===== src/rtl/glb_pkg.sv =====
// Shared types and sizing helpers for the global-buffer data loader and its controller.
package glb_pkg;

  typedef enum logic [1:0] {
    IDLE,
    FETCH,
    WAIT_FREE
  } ld_state_e;

  localparam int CH_W = 8;

  function automatic int calc_nb(input int bufw, input int bufh);
    return bufw * bufh;
  endfunction

  function automatic int calc_blk_per_ch(input int ih, input int bufh);
    return ih / bufh;
  endfunction

  function automatic int calc_cnt_w(input int nb);
    return $clog2(nb) + 1;
  endfunction

  function automatic int calc_blk_w(input int ih, input int bufh);
    return CH_W + $clog2(ih / bufh);
  endfunction

endpackage


===== src/rtl/glb_addr_gen.sv =====
// Read-address generator: base + blk*NB + issued, where issued advances on each accepted request.
module glb_addr_gen
  import glb_pkg::*;
#(
  parameter int AW = 32,
  parameter int NB = 128,
  parameter int CW = 8,
  parameter int BW = 11
) (
  input  logic          clk,
  input  logic          rst_n,
  input  logic          en,
  input  logic          base_we,
  input  logic [AW-1:0] base_in,
  input  logic          start,
  input  logic          grant,
  input  logic          blk_next,
  input  logic          resume,
  output logic [CW-1:0] issued,
  output logic [BW-1:0] blk,
  output logic [AW-1:0] addr
);

  logic [AW-1:0] base;

  always_ff @(posedge clk) begin
    if (!rst_n) begin
      base   <= '0;
      blk    <= '0;
      issued <= '0;
    end else if (en) begin
      if (base_we) base <= base_in;
      if (start) begin
        blk    <= '0;
        issued <= '0;
      end else begin
        if (blk_next) blk <= blk + BW'(1);
        if (resume) issued <= '0;
        else if (grant) issued <= issued + CW'(1);
      end
    end
  end

  // Modulo-2^AW arithmetic: the map may straddle the top of the address space.
  assign addr = base + AW'(blk) * AW'(NB) + AW'(issued);

endmodule


===== src/rtl/glb_data_loader.sv =====
// Feature-map loader: streams ch_num maps from memory into the line buffer block by block.
module glb_data_loader
  import glb_pkg::*;
#(
  parameter int AW   = 32,
  parameter int DW   = 32,
  parameter int IW   = 32,
  parameter int IH   = 32,
  parameter int BUFW = 32,
  parameter int BUFH = 4
) (
  input  logic                    clk,
  input  logic                    rst_n,
  input  logic                    sys_ena,
  input  logic                    data_load,
  input  logic                    data_init_addr_en,
  input  logic [AW-1:0]           data_init_addr,
  input  logic [7:0]              ch_num,
  output logic                    mem_req,
  output logic [AW-1:0]           mem_addr,
  input  logic                    mem_gnt,
  input  logic                    mem_rvalid,
  input  logic [DW-1:0]           mem_rdata,
  output logic                    buf_we,
  output logic [$clog2(BUFH)-1:0] buf_wrow,
  output logic [$clog2(BUFW)-1:0] buf_wcol,
  output logic [DW-1:0]           buf_wdata,
  input  logic                    buf_free,
  output logic                    blkend,
  output logic                    mapend,
  output logic                    busy
);

  localparam int NB  = calc_nb(BUFW, BUFH);
  localparam int BPC = calc_blk_per_ch(IH, BUFH);
  localparam int CW  = calc_cnt_w(NB);
  localparam int BW  = calc_blk_w(IH, BUFH);
  localparam int RW  = $clog2(BUFH);
  localparam int LW  = $clog2(BUFW);
  localparam logic [CW-1:0] NB_C = CW'(NB);
  localparam logic [CW-1:0] IW_C = CW'(IW);

  ld_state_e       state, state_d;
  logic [CH_W-1:0] ch_lat, eff_ch;
  logic [CW-1:0]   wcnt, issued;
  logic [BW-1:0]   blk, last_blk;
  logic            start, grant, wr_fire, blk_done, is_last, resume;
  logic            we_q, blkend_q, mapend_q;

  assign eff_ch   = (ch_lat == '0) ? CH_W'(1) : ch_lat;
  assign last_blk = BW'(eff_ch) * BW'(BPC) - BW'(1);
  assign start    = (state == IDLE) && data_load;
  assign mem_req  = sys_ena && (state == FETCH) && (issued < NB_C);
  assign grant    = mem_req && mem_gnt;
  assign wr_fire  = (state == FETCH) && mem_rvalid;
  assign blk_done = wr_fire && (wcnt == NB_C - CW'(1));
  assign is_last  = (blk == last_blk);
  assign resume   = (state == WAIT_FREE) && buf_free;

  glb_addr_gen #(
    .AW(AW),
    .NB(NB),
    .CW(CW),
    .BW(BW)
  ) u_addr_gen (
    .clk     (clk),
    .rst_n   (rst_n),
    .en      (sys_ena),
    .base_we ((state == IDLE) && data_init_addr_en),
    .base_in (data_init_addr),
    .start   (start),
    .grant   (grant),
    .blk_next(blk_done && !is_last),
    .resume  (resume),
    .issued  (issued),
    .blk     (blk),
    .addr    (mem_addr)
  );

  always_comb begin
    state_d = state;
    unique case (state)
      IDLE:      if (data_load) state_d = FETCH;
      FETCH:     if (blk_done) state_d = is_last ? IDLE : WAIT_FREE;
      WAIT_FREE: if (buf_free) state_d = FETCH;
      default:   state_d = IDLE;
    endcase
  end

  always_ff @(posedge clk) begin
    if (!rst_n) state <= IDLE;
    else if (sys_ena) state <= state_d;
  end

  // Write side: one registered buffer write per returned word; wcnt splits into row/column.
  always_ff @(posedge clk) begin
    if (!rst_n) begin
      ch_lat    <= '0;
      wcnt      <= '0;
      we_q      <= 1'b0;
      blkend_q  <= 1'b0;
      mapend_q  <= 1'b0;
      buf_wrow  <= '0;
      buf_wcol  <= '0;
      buf_wdata <= '0;
    end else if (sys_ena) begin
      we_q     <= wr_fire;
      blkend_q <= blk_done;
      mapend_q <= blk_done && is_last;
      if (start) begin
        ch_lat <= ch_num;
        wcnt   <= '0;
      end else if (resume) begin
        wcnt <= '0;
      end else if (wr_fire) begin
        wcnt <= wcnt + CW'(1);
      end
      if (wr_fire) begin
        buf_wrow  <= RW'(wcnt / IW_C);
        buf_wcol  <= LW'(wcnt % IW_C);
        buf_wdata <= mem_rdata;
      end
    end
  end

  assign buf_we = we_q && sys_ena;
  assign blkend = blkend_q && sys_ena;
  assign mapend = mapend_q && sys_ena;
  assign busy   = (state != IDLE);

endmodule

===== config.mk =====
export PLATFORM = sky130hd
export DESIGN_NAME = glb_data_loader
export DESIGN_NICKNAME = d
export VERILOG_FILES = /design/src/rtl/glb_pkg.sv /design/src/rtl/glb_addr_gen.sv /design/src/rtl/glb_data_loader.sv
export SDC_FILE = /design/constraint.sdc
export NUM_CORES = 1
export LEC_CHECK = 0
export CELL_PAD_IN_SITES_DETAIL_PLACEMENT = 0
export CELL_PAD_IN_SITES_GLOBAL_PLACEMENT = 1
export CORE_UTILIZATION = 35
export DETAILED_ROUTE_END_ITERATION = 16
export PLACE_DENSITY_LB_ADDON = 0.1
export SLEW_MARGIN = 20
export SYNTH_ARGS = -nofsm -noshare
export SYNTH_HDL_FRONTEND = slang
export SYNTH_SLANG_ARGS = --single-unit

===== constraint.sdc =====
create_clock -name clk -period 3.8 [get_ports clk]
set_clock_uncertainty 0.1 [all_clocks]
set_input_delay 0.76 -clock clk [delete_from_list [all_inputs] [get_ports clk]]
set_output_delay 0.76 -clock clk [all_outputs]
set_load 0.005 [all_outputs]

* Yosys cells after proc, flatten, opt, wreduce, memory -nomap -nowiden
Index checks and enable logic that the tools add are counted.
Cells by class: add/subtract/negate cells 6, $lt $le $gt $ge 1, equality and inequality tests 7, multiplexer cells 14, reduce and logical (&&, ||, !) cells 27
Operators with widths (count):
- 8-bit 2-to-1 mux | 7
- 32-bit by 18-bit adder with 32-bit output | 1
- 32-bit by 8-bit adder with 32-bit output | 1
- 11-bit 2-to-1 mux | 2
- 8-bit by 1-bit adder with 8-bit output (second input constant) | 2
- 1-bit logical AND | 13
- 2-bit AND reduction | 6
- 11-bit by 1-bit adder with 11-bit output (second input constant) | 1
- 11-bit equality test | 1
- 11-bit by 1-bit subtractor with 11-bit output (second input constant) | 1
- 8-bit by 7-bit equality test with 1-bit output (second input constant) | 1
- 8-bit logical NOT | 1
- 8-bit < comparator (second input constant) | 1
- 2-bit 2-to-1 mux | 4
- 2-bit != test (second input constant) | 3
- 2-bit one-hot mux with 3 select lines | 1
- 3-bit nonzero test | 2
- 4-bit AND reduction | 1
- 2-bit nonzero test | 2
- 2-bit by 1-bit equality test with 1-bit output (second input constant) | 1
- 2-bit equality test (second input constant) | 1
- 2-bit logical NOT | 1
- 1-bit logical NOT | 1
Storage, ports and cells: bits in registers 111, input bits 80, output and inout port bits 76, logic and storage cells 67

* Longest topological paths before layout
Gate-level depths: netlist of the first run.
depth after elaboration 8, gate-level depth with buffers 12, mapped depth without buffers 11

* Modules after synthesis
Synthesis of the first run repeated with hierarchy kept, for this count alone.
Second synthesis, totals: cell total of the unflattened synthesis 741, area, all modules 6139.6 um2
Modules (own cells, without submodules):
- glb_addr_gen | times used 1, cells each 420, area an instance 3438.3 um2, sequential area each 1021.0 um2
- glb_data_loader | times used 1, cells each 321, area an instance 2701.3 um2, sequential area each 1201.2 um2

* Least setup slack after synthesis of the first run
OpenSTA, ideal clock, no wires.
kind reg-to-output, from register u_addr_gen.blk[0], to output mem_addr[24], data arrival time 2689 ps, data required time 2940 ps, path slack 251 ps, stages on the path, launching flop included 12, buffers on the path 0, cells stage by stage dfxtp_1 inv_1 fa_1 inv_1 ha_1 nand4_1 nor4_1 nor3_1 a21oi_1 o2111ai_1 a21oi_1 xor2_1
On the way: longest elaborated chain between the ends 2
Ends and longest elaborated chain:
- start, declared | line glb_addr_gen.sv:20 | output logic [BW-1:0] blk,
- start signal, assigned | line glb_addr_gen.sv:37 | if (blk_next) blk <= blk + BW'(1);
- 32-bit by 18-bit adder with 32-bit output | line glb_addr_gen.sv:45 | assign addr = base + AW'(blk) * AW'(NB) + AW'(issued);
- 32-bit by 8-bit adder with 32-bit output | line glb_addr_gen.sv:45
- end, declared | line glb_data_loader.sv:20 | output logic [AW-1:0] mem_addr,
Every way passes these cells.

* Final worst setup path of the first run
from register u_addr_gen.base[7], to output mem_addr[24]
On the way: longest elaborated chain between the ends 2
Ends and longest elaborated chain:
- start, declared | line glb_addr_gen.sv:24 | logic [AW-1:0] base;
- start signal, assigned | line glb_addr_gen.sv:32 | if (base_we) base <= base_in;
- 32-bit by 18-bit adder with 32-bit output | line glb_addr_gen.sv:45
- 32-bit by 8-bit adder with 32-bit output | line glb_addr_gen.sv:45
Every way passes these cells.

==> metrics.txt, run 1 <==
# TYPE chip_impl_metric gauge
chip_impl_metric{name="worstSkewPairLatency",unit="ps"} 360
chip_impl_metric{name="ys_async_sr_fraction",unit=""} 0
chip_impl_metric{name="hold_path_depth",unit=""} 2
chip_impl_info{name="cts_tree",value="yes"} 1
chip_impl_info{name="cp-end-kind",value="output port"} 1
chip_impl_metric{name="syn_area",unit="µm²"} 6205
chip_impl_metric{name="drt_pre_antenna_iters",unit=""} 4
chip_impl_metric{name="timing.final.max_slew_violations",unit=""} 0
chip_impl_metric{name="syn2layout_area_growth",unit="%"} 47.73
chip_impl_info{name="worstHoldStart",value="buf_wdata[19]"} 1
chip_impl_info{name="setup.worst_path.class",value="flip-flop to output port"} 1
chip_impl_metric{name="power-per-cell-area",unit="nW/µm²"} 287.9
chip_impl_metric{name="final_wirelength",unit="µm"} 17380
chip_impl_info{name="slowest_stage",value="sky130_fd_sc_hd__fa_1"} 1
chip_impl_metric{name="crit_required",unit="ps"} 2940
chip_impl_metric{name="cp_max_fo",unit=""} 3
chip_impl_metric{name="die_w",unit="µm"} 135.1
chip_impl_metric{name="grt_pass1_wl",unit="µm"} 28930
chip_impl_metric{name="postLayoutSetupSlackWorst",unit="ps"} -272.6
chip_impl_metric{name="final_hold_viol_count",unit=""} 0
chip_impl_metric{name="finalNonFillerCells",unit=""} 1211
chip_impl_metric{name="clkSinkCount",unit=""} 111
chip_impl_metric{name="setup_violations",unit=""} 16
chip_impl_metric{name="max_cap_violations",unit=""} 0
chip_impl_metric{name="finalWeightedCongestion",unit=""} 0.8566
chip_impl_info{name="synth_top_cells_by_area",value="sky130_fd_sc_hd__dfxtp_1 36%, sky130_fd_sc_hd__nand2_1 12%, sky130_fd_sc_hd__a21boi_0 10%"} 1
chip_impl_metric{name="netlist_instances",unit=""} 773
chip_impl_metric{name="start_util",unit=""} 0.3587
chip_impl_info{name="cts.root.buffer_cell",value="sky130_fd_sc_hd__clkbuf_16"} 1
chip_impl_info{name="hold-path-endpoint",value="buf_wdata[19]"} 1
chip_impl_metric{name="die-area",unit="µm²"} 18260
chip_impl_metric{name="grt_pass1_vias",unit=""} 5958
chip_impl_metric{name="worst_slew_margin_rel",unit=""} 0.4777
chip_impl_metric{name="postSynthRegisterBits",unit=""} 111
chip_impl_info{name="worst_r2r_endpoint",value="u_addr_gen.blk[7]"} 1
chip_impl_metric{name="ys_warn_count",unit=""} 0
chip_impl_metric{name="core_region_area",unit="µm²"} 17300
chip_impl_metric{name="worst_ep_arrival_time",unit="ps"} 3210
chip_impl_metric{name="worst-r2r-cell-count",unit=""} 11
chip_impl_metric{name="hpwl",unit="µm"} 12390
chip_impl_metric{name="rows",unit=""} 48
chip_impl_metric{name="reg2reg_setup_slack",unit="ps"} 780
chip_impl_metric{name="totalPowerFinal",unit="µW"} 2639
chip_impl_metric{name="global_route.overflow_total",unit=""} 0
chip_impl_metric{name="timing.fmax",unit="MHz"} 245.5
chip_impl_metric{name="remaining_drc_errors",unit=""} 0
chip_impl_metric{name="grt_antenna_before_repair",unit=""} 0
chip_impl_info{name="critical_path.startpoint",value="u_addr_gen.base[7]"} 1
chip_impl_metric{name="grt_max_degree",unit=""} 42
chip_impl_metric{name="worst-slew-pin-transition",unit="ps"} 778.2
chip_impl_info{name="timing.critical_path.cells",value="inv_2, fa_1, inv_2, ha_4, nand4_1, nor4_4, nor3_2, a21oi_2, o2111ai_1, buf_4, buf_6, a21oi_2, xor2_1, buf_2"} 1
chip_impl_info{name="start_kind",value="flip-flop"} 1
chip_impl_metric{name="timing.critical_path.slowest_cell_delay",unit="ps"} 550
chip_impl_info{name="run_status",value="finished with violations"} 1
chip_impl_info{name="synth_most_common_cell",value="sky130_fd_sc_hd__nand2_1"} 1
chip_impl_info{name="min_delay_worst_type",value="flip-flop to flip-flop"} 1
chip_impl_metric{name="avgSynthCellArea",unit="µm²"} 8.027
chip_impl_metric{name="cts-buffers-inserted",unit=""} 9
chip_impl_metric{name="fin_crit_sh",unit=""} 1.072
chip_impl_metric{name="layout_min_cycle_time",unit="ps"} 4073
chip_impl_info{name="rsz0062_at_grt",value="true"} 1
chip_impl_metric{name="post-place-cells",unit=""} 1182
chip_impl_metric{name="path_clk_slew",unit="ps"} 80
chip_impl_metric{name="num_vias",unit=""} 5988
chip_impl_metric{name="post-synth-top-area-fraction",unit=""} 0.3581
chip_impl_metric{name="cts_htree_levels",unit=""} 3
chip_impl_metric{name="drive_above_1_share",unit=""} 0.1998
chip_impl_metric{name="finish.net_count",unit=""} 1102
chip_impl_metric{name="io_buffer_count",unit=""} 155
chip_impl_metric{name="grt_util_all_layers",unit=""} 0.1974
chip_impl_metric{name="boundaryPins",unit=""} 156
chip_impl_metric{name="routed_wire_length_per_instance",unit="µm"} 14.35
chip_impl_metric{name="antenna_cells",unit=""} 0
chip_impl_metric{name="syn_nets",unit=""} 894
chip_impl_info{name="synth_flop_cell",value="sky130_fd_sc_hd__dfxtp_1"} 1
chip_impl_metric{name="power.leakage",unit="µW"} 0.003595
chip_impl_info{name="failed_checks",value="negative setup slack"} 1
chip_impl_metric{name="synth_seq_area_share",unit=""} 0.3581
chip_impl_metric{name="ys_types",unit=""} 60
chip_impl_metric{name="route.antenna.remaining_nets",unit=""} 0
chip_impl_metric{name="power.ir.vdd_worst",unit="µV"} 242.1
chip_impl_metric{name="clock_tree.buffer_depth",unit=""} 2
chip_impl_info{name="synth_largest_area_cell",value="sky130_fd_sc_hd__dfxtp_1"} 1
chip_impl_metric{name="die_h",unit="µm"} 135.1
chip_impl_metric{name="number_of_enable_type_register_cells_in_the_synthesized_netlist",unit=""} 0
chip_impl_metric{name="detail_route.vias_per_cell",unit=""} 4.945
chip_impl_info{name="netlist_top_cells_count",value="198 x sky130_fd_sc_hd__nand2_1, 111 x sky130_fd_sc_hd__dfxtp_1, 84 x sky130_fd_sc_hd__a21boi_0, 39 x sky130_fd_sc_hd__ha_1, 36 x sky130_fd_sc_hd__nor2_1"} 1
chip_impl_info{name="r2r_start",value="ch_lat[5]"} 1
chip_impl_metric{name="drtIter0Drc",unit=""} 145
-- repair_timing --
action,in CTS,in global routing
setup endpoints to repair,25,22
buffers inserted,14,6
pin swaps,49,15
hold buffers,0,0
gates resized for setup,147,23
-- how the worst max path moves through the flow --
stage / end / slack (ps) / depth (start not counted)
after global placement: mem_addr[26] / -350 / 13
after detailed placement: mem_addr[28] / -370 / 13
after global routing: mem_addr[26] / -460 / 14
final: mem_addr[24] / -270 / 14
after CTS: mem_addr[24] / -250 / 14
after floorplan: mem_addr[24] / 250 / 11
-- stage by stage --
stage | hold slack [ps] | setup TNS (ps) | setup WS (ps) | instance area, µm² | utilization
after global routing | 388.9 | -5587 | -460.7 | 9166 | 0.5299
after floorplan | 343.5 | 0 | 251.5 | 6205 | -
final | 363.3 | -2684 | -272.6 | 9166 | 0.5299
after global placement | 349.3 | -3941 | -354.7 | 8383 | 0.4847
after CTS | 368.9 | -2453 | -246.7 | 9071 | 0.5245
after detailed placement | 358.0 | -4618 | -372.6 | 8383 | 0.4847
-- critical path, delay by kind of cell, from the launching register on --
family          cells  cell delay, ps
flops               1             330
xor+xnor            1             150
buf+inv             5             510
fa+ha+maj           2             810
compound gates      3             470
simple gates        3             590
-- layout make-up --
cell class	instances	area [µm²]
multi-input cells	599	4124
well taps	225	281.5
fillers	1645	8130
clock inverters	7	113.9
flip-flops and latches	111	2231
clock buffers	9	225.2
repair buffers	235	2097
inverters	25	93.84
-- cell usage in the layout, fill, tap and decap left out, types with 4 or more instances in the layout --
cell type | synthesis | routed
sky130_fd_sc_hd__a211oi_1 | 10 | 8
sky130_fd_sc_hd__a211oi_2 | 2 | 4
sky130_fd_sc_hd__a21boi_0 | 84 | 84
sky130_fd_sc_hd__a21oi_1 | 31 | 17
sky130_fd_sc_hd__a21oi_2 | 1 | 13
sky130_fd_sc_hd__and2_1 | 12 | 12
sky130_fd_sc_hd__and3_1 | 8 | 8
sky130_fd_sc_hd__buf_2 | 0 | 20
sky130_fd_sc_hd__buf_4 | 2 | 70
sky130_fd_sc_hd__buf_6 | 2 | 9
sky130_fd_sc_hd__clkbuf_16 | 0 | 9
sky130_fd_sc_hd__clkdlybuf4s50_1 | 0 | 132
sky130_fd_sc_hd__dfxtp_1 | 111 | 104
sky130_fd_sc_hd__dfxtp_2 | 0 | 7
sky130_fd_sc_hd__ha_1 | 39 | 30
sky130_fd_sc_hd__ha_4 | 0 | 8
sky130_fd_sc_hd__inv_1 | 25 | 21
sky130_fd_sc_hd__inv_2 | 0 | 4
sky130_fd_sc_hd__mux2i_1 | 4 | 4
sky130_fd_sc_hd__nand2_1 | 198 | 198
sky130_fd_sc_hd__nand2b_1 | 6 | 5
sky130_fd_sc_hd__nand3_1 | 18 | 18
sky130_fd_sc_hd__nand4_1 | 7 | 7
sky130_fd_sc_hd__nor2_1 | 36 | 34
sky130_fd_sc_hd__nor2b_1 | 11 | 10
sky130_fd_sc_hd__nor3_1 | 8 | 5
sky130_fd_sc_hd__o21a_1 | 7 | 7
sky130_fd_sc_hd__o21ai_0 | 20 | 15
sky130_fd_sc_hd__o21ai_2 | 0 | 5
sky130_fd_sc_hd__o41ai_2 | 1 | 6
sky130_fd_sc_hd__xnor2_1 | 25 | 24
sky130_fd_sc_hd__xor2_1 | 13 | 13
-- layer usage --
metal | global-route usage | vias up | wire, µm | part of all wire
li1 | - | 3066 | - | -
met1 | 0.2446 | 2747 | 7809 | 0.45
met2 | 0.3222 | 142 | 7945 | 0.46
met3 | 0.05462 | 33 | 1073 | 0.062
met4 | 0.07928 | 0 | 549 | 0.032
met5 | 0 | - | 0 | 0
-- sequential cells by signal (all words and copies together) (netlist names) --
name               count
buf_wdata             32
u_addr_gen.base       32
u_addr_gen.blk        11
ch_lat                 8
u_addr_gen.issued      8
wcnt                   8
buf_wcol               5
buf_wrow               2
state                  2
blkend_q               1
mapend_q               1
we_q                   1
-- report_power, final --
group / leakage (µW) / switching, µW / internal [µW]
registers: 0.000903 / 26.1 / 1190
logic: 0.00253 / 158 / 193
clock network: 0.000165 / 477 / 595
total: 0.00359 / 661 / 1980
-- cell families (layout without fill, tap and decap cells) --
logic type,after synthesis,in the layout,synth area share
AOI/OAI and AO/OA,198,198,0.2293
xor gates and xnor gates,38,38,0.05364
adders and majority gates,41,41,0.08510
buffers and inverters,63,276,0.04174
DFF,111,111,0.3581
muxes,5,5,0.008268
and+or+nand+nor,317,317,0.2238
No activity file was read; power rests on OpenSTA's default activity.
==> run 2: changes to the inputs <==
--- a/config.mk
+++ b/config.mk
@@ -5,11 +5,12 @@
 export SDC_FILE = /design/constraint.sdc
 export NUM_CORES = 1
 export LEC_CHECK = 0
+export ABC_AREA = 1
 export CELL_PAD_IN_SITES_DETAIL_PLACEMENT = 0
 export CELL_PAD_IN_SITES_GLOBAL_PLACEMENT = 1
 export CORE_UTILIZATION = 35
 export DETAILED_ROUTE_END_ITERATION = 16
-export PLACE_DENSITY_LB_ADDON = 0.1
+export PLACE_DENSITY = 0.83
 export SLEW_MARGIN = 20
 export SYNTH_ARGS = -nofsm -noshare
 export SYNTH_HDL_FRONTEND = slang
==> constraint.sdc (replaced) <==
create_clock -name clk -period 4.2 [get_ports clk]
set_clock_uncertainty 0.1 [all_clocks]
set_input_delay 0.84 -clock clk [delete_from_list [all_inputs] [get_ports clk]]
set_output_delay 0.84 -clock clk [all_outputs]
set_load 0.005 [all_outputs]
==> metrics.txt, run 2 <==
# TYPE chip_impl_metric gauge
chip_impl_info{name="run_status",value="finished, final reports clean"} 1
chip_impl_metric{name="power-per-cell-area",unit="nW/µm²"} 292.6
chip_impl_metric{name="cts-buffers-inserted",unit=""} 9
chip_impl_metric{name="timing.final.max_slew_violations",unit=""} 0
chip_impl_metric{name="cts_hold_buf",unit=""} 0
chip_impl_metric{name="cp_max_fo",unit=""} 6
chip_impl_metric{name="ys_types",unit=""} 40
chip_impl_metric{name="clock_tree.buffer_depth",unit=""} 2
chip_impl_metric{name="syn_nets",unit=""} 1010
chip_impl_metric{name="layout_min_cycle_time",unit="ps"} 4057
chip_impl_metric{name="global_route.overflow_total",unit=""} 0
chip_impl_metric{name="grt_max_degree",unit=""} 87
chip_impl_metric{name="remaining_drc_errors",unit=""} 0
chip_impl_metric{name="postLayoutSetupSlackWorst",unit="ps"} 143.4
chip_impl_metric{name="grt_util_all_layers",unit=""} 0.1956
chip_impl_info{name="cp-end-kind",value="output port"} 1
chip_impl_metric{name="core_region_area",unit="µm²"} 17240
chip_impl_metric{name="drt_pre_antenna_iters",unit=""} 4
chip_impl_info{name="rsz0062_at_grt",value="true"} 1
chip_impl_metric{name="detail_route.vias_per_cell",unit=""} 4.826
chip_impl_info{name="cts_tree",value="yes"} 1
chip_impl_metric{name="die_w",unit="µm"} 134.7
chip_impl_metric{name="io_buffer_count",unit=""} 155
chip_impl_metric{name="ys_warn_count",unit=""} 0
chip_impl_metric{name="synth_seq_area_share",unit=""} 0.3606
chip_impl_metric{name="postSynthRegisterBits",unit=""} 111
chip_impl_metric{name="start_util",unit=""} 0.3575
chip_impl_info{name="mostFrequentLayoutCell",value="sky130_fd_sc_hd__nor2_1"} 1
chip_impl_metric{name="final_wirelength",unit="µm"} 17400
chip_impl_metric{name="post-synth-top-area-fraction",unit=""} 0.3606
chip_impl_metric{name="worst_slew_margin_rel",unit=""} 0.4711
chip_impl_metric{name="ys_async_sr_fraction",unit=""} 0
chip_impl_info{name="min_delay_worst_type",value="flip-flop to flip-flop"} 1
chip_impl_metric{name="clkSinkCount",unit=""} 111
chip_impl_metric{name="hpwl",unit="µm"} 12730
chip_impl_metric{name="timing.fmax",unit="MHz"} 246.5
chip_impl_metric{name="drive_above_1_share",unit=""} 0.06705
chip_impl_metric{name="avgSynthCellArea",unit="µm²"} 6.932
chip_impl_info{name="synth_flop_cell",value="sky130_fd_sc_hd__dfxtp_1"} 1
chip_impl_metric{name="antenna_cells",unit=""} 0
chip_impl_metric{name="setup_violations",unit=""} 0
chip_impl_info{name="most_frequent_cells_in_the_layout",value="174 x sky130_fd_sc_hd__nor2_1, 147 x sky130_fd_sc_hd__clkdlybuf4s50_1, 132 x sky130_fd_sc_hd__nand2_1, 108 x sky130_fd_sc_hd__dfxtp_1, 96 x sky130_fd_sc_hd__o21ai_0"} 1
chip_impl_metric{name="die-area",unit="µm²"} 18140
chip_impl_metric{name="grt_pass1_wl",unit="µm"} 28300
chip_impl_metric{name="path_clk_slew",unit="ps"} 80
chip_impl_metric{name="netlist_instances",unit=""} 889
chip_impl_metric{name="rows",unit=""} 48
chip_impl_info{name="synth_top_cells_by_area",value="sky130_fd_sc_hd__dfxtp_1 36%, sky130_fd_sc_hd__nor2_1 11%, sky130_fd_sc_hd__o21ai_0 8.3%"} 1
chip_impl_metric{name="worst_ep_arrival_time",unit="ps"} 3120
chip_impl_metric{name="finalHoldWorstSlack",unit="ps"} 370.9
chip_impl_info{name="setup.worst_path.class",value="flip-flop to output port"} 1
chip_impl_metric{name="boundaryPins",unit=""} 156
chip_impl_metric{name="die_h",unit="µm"} 134.7
chip_impl_metric{name="grt_pass1_vias",unit=""} 5859
chip_impl_metric{name="syn2layout_area_growth",unit="%"} 36.20
chip_impl_metric{name="routed_wire_length_per_instance",unit="µm"} 13.71
chip_impl_metric{name="syn_area",unit="µm²"} 6162
chip_impl_metric{name="worst-slew-pin-transition",unit="ps"} 793.4
chip_impl_metric{name="fin_crit_sh",unit=""} 0.9659
chip_impl_metric{name="finalWeightedCongestion",unit=""} 0.8461
chip_impl_info{name="start_kind",value="flip-flop"} 1
chip_impl_metric{name="final_hold_viol_count",unit=""} 0
chip_impl_info{name="cts.root.buffer_cell",value="sky130_fd_sc_hd__clkbuf_16"} 1
chip_impl_info{name="netlist_top_cells_count",value="175 x sky130_fd_sc_hd__nor2_1, 132 x sky130_fd_sc_hd__nand2_1, 111 x sky130_fd_sc_hd__dfxtp_1, 102 x sky130_fd_sc_hd__o21ai_0, 81 x sky130_fd_sc_hd__inv_1"} 1
chip_impl_metric{name="num_vias",unit=""} 6124
chip_impl_metric{name="max_cap_violations",unit=""} 0
chip_impl_metric{name="number_of_enable_type_register_cells_in_the_synthesized_netlist",unit=""} 0
chip_impl_info{name="layout_top_registers",value="buf_wdata x32, u_addr_gen.base x32, u_addr_gen.blk x11"} 1
chip_impl_metric{name="cts_htree_levels",unit=""} 3
chip_impl_metric{name="power.ir.vdd_worst",unit="µV"} 208.0
chip_impl_metric{name="register_area",unit="µm²"} 2228
chip_impl_metric{name="power.leakage",unit="µW"} 0.003688
chip_impl_metric{name="drtIter0Drc",unit=""} 404
chip_impl_info{name="synth_largest_area_cell",value="sky130_fd_sc_hd__dfxtp_1"} 1
chip_impl_metric{name="finish.net_count",unit=""} 1160
chip_impl_metric{name="route.antenna.remaining_nets",unit=""} 0
chip_impl_metric{name="multiInputGateArea",unit="µm²"} 3596
chip_impl_metric{name="pre_cts_slack",unit="ps"} 129.6
chip_impl_metric{name="grt_antenna_before_repair",unit=""} 0
chip_impl_metric{name="layout.filler_cells",unit=""} 1707
chip_impl_metric{name="crit_required",unit="ps"} 3260
chip_impl_metric{name="worstSkewPairLatency",unit="ps"} 360
chip_impl_info{name="synth_most_common_cell",value="sky130_fd_sc_hd__nor2_1"} 1
[run 2: changes by cell type after synthesis, sizes merged, moves of 11 or more]
cell	delta
and2	-12
a21boi	-84
xor2	+12
nand3	+19
nand2	-61
a21oi	+41
o21ai	+83
nor2b	-11
nor2	+146
inv	+57
xnor2	-16
[run 2: power by group]
group          internal, µW  total [µW]  switching, µW  leakage (µW)
Combinational           216         436            220       0.00264
Clock                   471         890            419      0.000142
Sequential             1100        1130           33.0      0.000906
Total                  1780        2460            673       0.00369
[run 2: cell type report]
| type | instances | share of cell area |
|---|---|---|
| clock inverters | 5 | 0.007901 |
| well taps | 225 | 0.03354 |
| inverters | 85 | 0.03801 |
| flip-flops and latches | 111 | 0.2655 |
| multi-input cells | 663 | 0.4284 |
| clock buffers | 11 | 0.02773 |
| repair buffers | 169 | 0.1989 |
[run 2: routing by layer]
layer / GRT usage / vias up / wire length (µm)
met5: 0 / - / 0
met4: 0.05056 / 0 / 227
met3: 0.05330 / 14 / 1115
met2: 0.3141 / 127 / 7781
met1: 0.2582 / 2759 / 8278
li1: - / 3224 / -
[run 2: final timing paths]
check / startpoint / end / slack, ps / cells past startpoint
worst min register to register: we_q / we_q / 370 / 2
worst min-delay path: we_q / we_q / 370 / 2
worst max register to register: ch_lat[2] / u_addr_gen.blk[10] / 1270 / 17
worst max-delay path: u_addr_gen.issued[7] / mem_addr[14] / 140 / 11
[run 2: kinds of logic (layout without fill, tap and decap cells)]
| family | count (synthesis) | in the layout | share of synthesized area |
|---|---|---|---|
| and+or+nand+nor | 393 | 393 | 0.2648 |
| buffers and inverters | 115 | 270 | 0.07350 |
| xor gates and xnor gates | 34 | 34 | 0.04833 |
| adders and majority gates | 41 | 41 | 0.08569 |
| DFF | 111 | 111 | 0.3606 |
| AOI/OAI and AO/OA | 195 | 195 | 0.1671 |
[run 2: repair_timing]
item	4_1_cts	5_1_grt
gates resized for setup	11	32
pin swaps	1	10
endpoints found under the setup margin	18	19
setup buffers	0	3
[run 2: worst max-delay path, cell delays in order (launching register included)]
cell	delay, ps
sky130_fd_sc_hd__dfxtp_2	330
sky130_fd_sc_hd__inv_1	70
sky130_fd_sc_hd__fa_2	560
sky130_fd_sc_hd__inv_1	60
sky130_fd_sc_hd__ha_4	270
sky130_fd_sc_hd__a21oi_4	170
sky130_fd_sc_hd__o21ai_0	100
sky130_fd_sc_hd__a21oi_1	200
sky130_fd_sc_hd__o21ai_2	110
sky130_fd_sc_hd__buf_4	150
sky130_fd_sc_hd__xor2_1	180
sky130_fd_sc_hd__clkdlybuf4s50_1	550
[run 2: stage by stage]
step           utilization  TNS (ps)  total power (µW)  instances  area (µm²)
3_5_place_dp        0.4607         0              1588       1250        7941
3_3_place_gp        0.4607         0              1586       1250        7941
2_1_floorplan            -         0              1372        889        6162
4_1_cts             0.4805         0              2483       1266        8282
6_report            0.4869         0              2456       1269        8393
5_1_grt             0.4869    -26.82              2579       1269        8393
==> run 3: changes to the inputs <==
--- a/config.mk
+++ b/config.mk
@@ -11,6 +11,7 @@
 export CORE_UTILIZATION = 35
 export DETAILED_ROUTE_END_ITERATION = 16
 export PLACE_DENSITY = 0.83
+export REMOVE_ABC_BUFFERS = 1
 export SLEW_MARGIN = 20
 export SYNTH_ARGS = -nofsm -noshare
 export SYNTH_HDL_FRONTEND = slang
==> metrics.txt, run 3 (synthesized netlist as in run 2, its figures left out) <==
# TYPE chip_impl_metric gauge
chip_impl_metric{name="fin_crit_sh",unit=""} 0.9594
chip_impl_metric{name="drtIter0Drc",unit=""} 296
chip_impl_metric{name="cts-buffers-inserted",unit=""} 9
chip_impl_metric{name="post-place-cells",unit=""} 1248
chip_impl_metric{name="drive_above_1_share",unit=""} 0.06520
chip_impl_metric{name="totalPowerFinal",unit="µW"} 2420
chip_impl_info{name="cts.root.buffer_cell",value="sky130_fd_sc_hd__clkbuf_16"} 1
chip_impl_metric{name="hpwl",unit="µm"} 12100
chip_impl_metric{name="path_clk_slew",unit="ps"} 80
chip_impl_info{name="setup.worst_path.class",value="flip-flop to output port"} 1
chip_impl_metric{name="layout_min_cycle_time",unit="ps"} 4029
chip_impl_metric{name="clkSinkCount",unit=""} 111
chip_impl_metric{name="boundaryPins",unit=""} 156
chip_impl_info{name="start_kind",value="flip-flop"} 1
chip_impl_info{name="layout_top_registers",value="buf_wdata x32, u_addr_gen.base x32, u_addr_gen.blk x11"} 1
chip_impl_metric{name="grt_pass1_vias",unit=""} 5880
chip_impl_metric{name="power.leakage",unit="µW"} 0.003584
chip_impl_info{name="mostFrequentLayoutCell",value="sky130_fd_sc_hd__nor2_1"} 1
chip_impl_metric{name="finish.net_count",unit=""} 1159
chip_impl_metric{name="power-per-cell-area",unit="nW/µm²"} 289.6
chip_impl_metric{name="grt_max_degree",unit=""} 87
chip_impl_info{name="r2r_start",value="ch_lat[2]"} 1
chip_impl_metric{name="grt_antenna_before_repair",unit=""} 0
chip_impl_metric{name="register_area",unit="µm²"} 2226
chip_impl_info{name="worst_setup_path_endpoint",value="mem_addr[16]"} 1
chip_impl_info{name="critical_path.startpoint",value="u_addr_gen.issued[7]"} 1
chip_impl_metric{name="worst-slew-pin-transition",unit="ps"} 810.9
chip_impl_info{name="worst_r2r_endpoint",value="u_addr_gen.blk[10]"} 1
chip_impl_metric{name="multiInputGateArea",unit="µm²"} 3597
chip_impl_metric{name="layout.filler_cells",unit=""} 1749
chip_impl_metric{name="num_vias",unit=""} 6104
chip_impl_metric{name="finalWeightedCongestion",unit=""} 0.8202
chip_impl_metric{name="power.ir.vdd_worst",unit="µV"} 199.5
chip_impl_metric{name="grt_pass1_wl",unit="µm"} 28260
chip_impl_metric{name="io_buffer_count",unit=""} 155
chip_impl_metric{name="crit_required",unit="ps"} 3260
chip_impl_metric{name="grt_util_all_layers",unit=""} 0.1940
chip_impl_metric{name="syn2layout_area_growth",unit="%"} 35.59
chip_impl_info{name="min_delay_worst_type",value="flip-flop to flip-flop"} 1
chip_impl_metric{name="die-area",unit="µm²"} 18140
chip_impl_metric{name="routed_wire_length_per_instance",unit="µm"} 13.29
chip_impl_info{name="timing.critical_path.cells",value="inv_1, fa_1, inv_1, ha_4, a21oi_4, o21ai_0, nand2_1, nand2_1, a31o_2, a21oi_1, xnor2_1, clkdlybuf4s50_1"} 1
chip_impl_metric{name="timing.fmax",unit="MHz"} 248.2
chip_impl_metric{name="clock_tree.buffer_depth",unit=""} 2
chip_impl_info{name="cp-end-kind",value="output port"} 1
chip_impl_metric{name="final_hold_viol_count",unit=""} 0
chip_impl_metric{name="timing.critical_path.slowest_cell_delay",unit="ps"} 530
chip_impl_metric{name="final_wirelength",unit="µm"} 16850
chip_impl_metric{name="finalNonFillerCells",unit=""} 1268
chip_impl_metric{name="route.antenna.remaining_nets",unit=""} 0
chip_impl_metric{name="worst-r2r-cell-count",unit=""} 17
chip_impl_metric{name="setup_violations",unit=""} 0
chip_impl_metric{name="worst_slew_margin_rel",unit=""} 0.4588
chip_impl_metric{name="drt_pre_antenna_iters",unit=""} 4
chip_impl_metric{name="worst_ep_arrival_time",unit="ps"} 3090
chip_impl_info{name="cts_tree",value="yes"} 1
chip_impl_metric{name="cp_max_fo",unit=""} 6
chip_impl_metric{name="remaining_drc_errors",unit=""} 0
chip_impl_metric{name="worstSkewPairLatency",unit="ps"} 370
chip_impl_metric{name="timing.final.max_slew_violations",unit=""} 0
chip_impl_metric{name="die_h",unit="µm"} 134.7
chip_impl_metric{name="start_util",unit=""} 0.3575
chip_impl_metric{name="antenna_cells",unit=""} 0
chip_impl_info{name="most_frequent_cells_in_the_layout",value="174 x sky130_fd_sc_hd__nor2_1, 153 x sky130_fd_sc_hd__clkdlybuf4s50_1, 131 x sky130_fd_sc_hd__nand2_1, 108 x sky130_fd_sc_hd__dfxtp_1, 96 x sky130_fd_sc_hd__o21ai_0"} 1
chip_impl_metric{name="reg2reg_setup_slack",unit="ps"} 1250
chip_impl_metric{name="rows",unit=""} 48
chip_impl_metric{name="die_w",unit="µm"} 134.7
chip_impl_metric{name="detail_route.vias_per_cell",unit=""} 4.814
chip_impl_info{name="slowest_stage",value="sky130_fd_sc_hd__fa_1"} 1
chip_impl_info{name="run_status",value="finished, final reports clean"} 1
chip_impl_metric{name="cts_htree_levels",unit=""} 3
chip_impl_metric{name="global_route.overflow_total",unit=""} 0
chip_impl_metric{name="core_region_area",unit="µm²"} 17240
chip_impl_metric{name="max_cap_violations",unit=""} 0
-- run 3: worst min path at each step --
| stage | start | to | slack, ps | cells after the start |
|---|---|---|---|---|
| 3_5_place_dp | blkend_q | blkend_q | 360 | 2 |
| 4_1_cts | blkend_q | blkend_q | 380 | 2 |
| 6_report | blkend_q | blkend_q | 370 | 2 |
| 3_3_place_gp | u_addr_gen.base[7] | u_addr_gen.base[7] | 360 | 2 |
| 2_1_floorplan | blkend_q | blkend_q | 340 | 2 |
| 5_1_grt | blkend_q | blkend_q | 390 | 2 |
-- run 3: where the power goes --
part / internal, µW / switching (µW) / total [µW]
logic: 217 / 221 / 438
clock network: 418 / 435 / 853
registers: 1100 / 32.6 / 1130
total: 1730 / 688 / 2420
-- run 3: critical path: cells and delay by family (launching register included) --
kind            cells  cell delay, ps
buf+inv             3             660
fa+ha+maj           2             780
flops               1             330
compound gates      4             660
xor+xnor            1             160
simple gates        2             130
-- run 3: metrics by stage --
| step | area, µm² | worst slack [ps] | TNS [ps] | util | hold slack [ps] |
|---|---|---|---|---|---|
| 2_1_floorplan | 6028 | 443.0 | 0 | - | 344.9 |
| 3_3_place_gp | 7926 | 306.8 | 0 | 0.4599 | 360.3 |
| 3_5_place_dp | 7926 | 229.9 | 0 | 0.4599 | 362.5 |
| 4_1_cts | 8250 | 0.7825 | 0 | 0.4787 | 375.8 |
| 5_1_grt | 8356 | -12.31 | -22.73 | 0.4848 | 392.3 |
| 6_report | 8356 | 170.5 | 0 | 0.4848 | 371.0 |
-- run 3: layer usage --
metal / GRT usage / vias up / wire length, µm
li1: - / 3218 / -
met1: 0.2419 / 2726 / 7615
met2: 0.3170 / 146 / 7731
met3: 0.07132 / 14 / 1343
met4: 0.04494 / 0 / 163
met5: 0 / - / 0
-- run 3: area by class of cell --
cell class                 instances  area share
clock buffer                      11     0.02785
clock inverter                     5    0.006289
inverter                          85     0.03819
multi-input combinational        663      0.4305
sequential                       111      0.2664
tap                              225     0.03369
timing repair buffer             168      0.1971
-- run 3: what timing repair did --
| action | CTS | global route |
|---|---|---|
| gates cloned | 0 | 0 |
| pin swaps | 4 | 7 |
| resized for setup | 8 | 27 |
| buffers inserted | 1 | 3 |
| hold buffers | 0 | 0 |
| endpoints found under the setup margin | 13 | 19 |
| endpoints found under the hold margin | 0 | 0 |
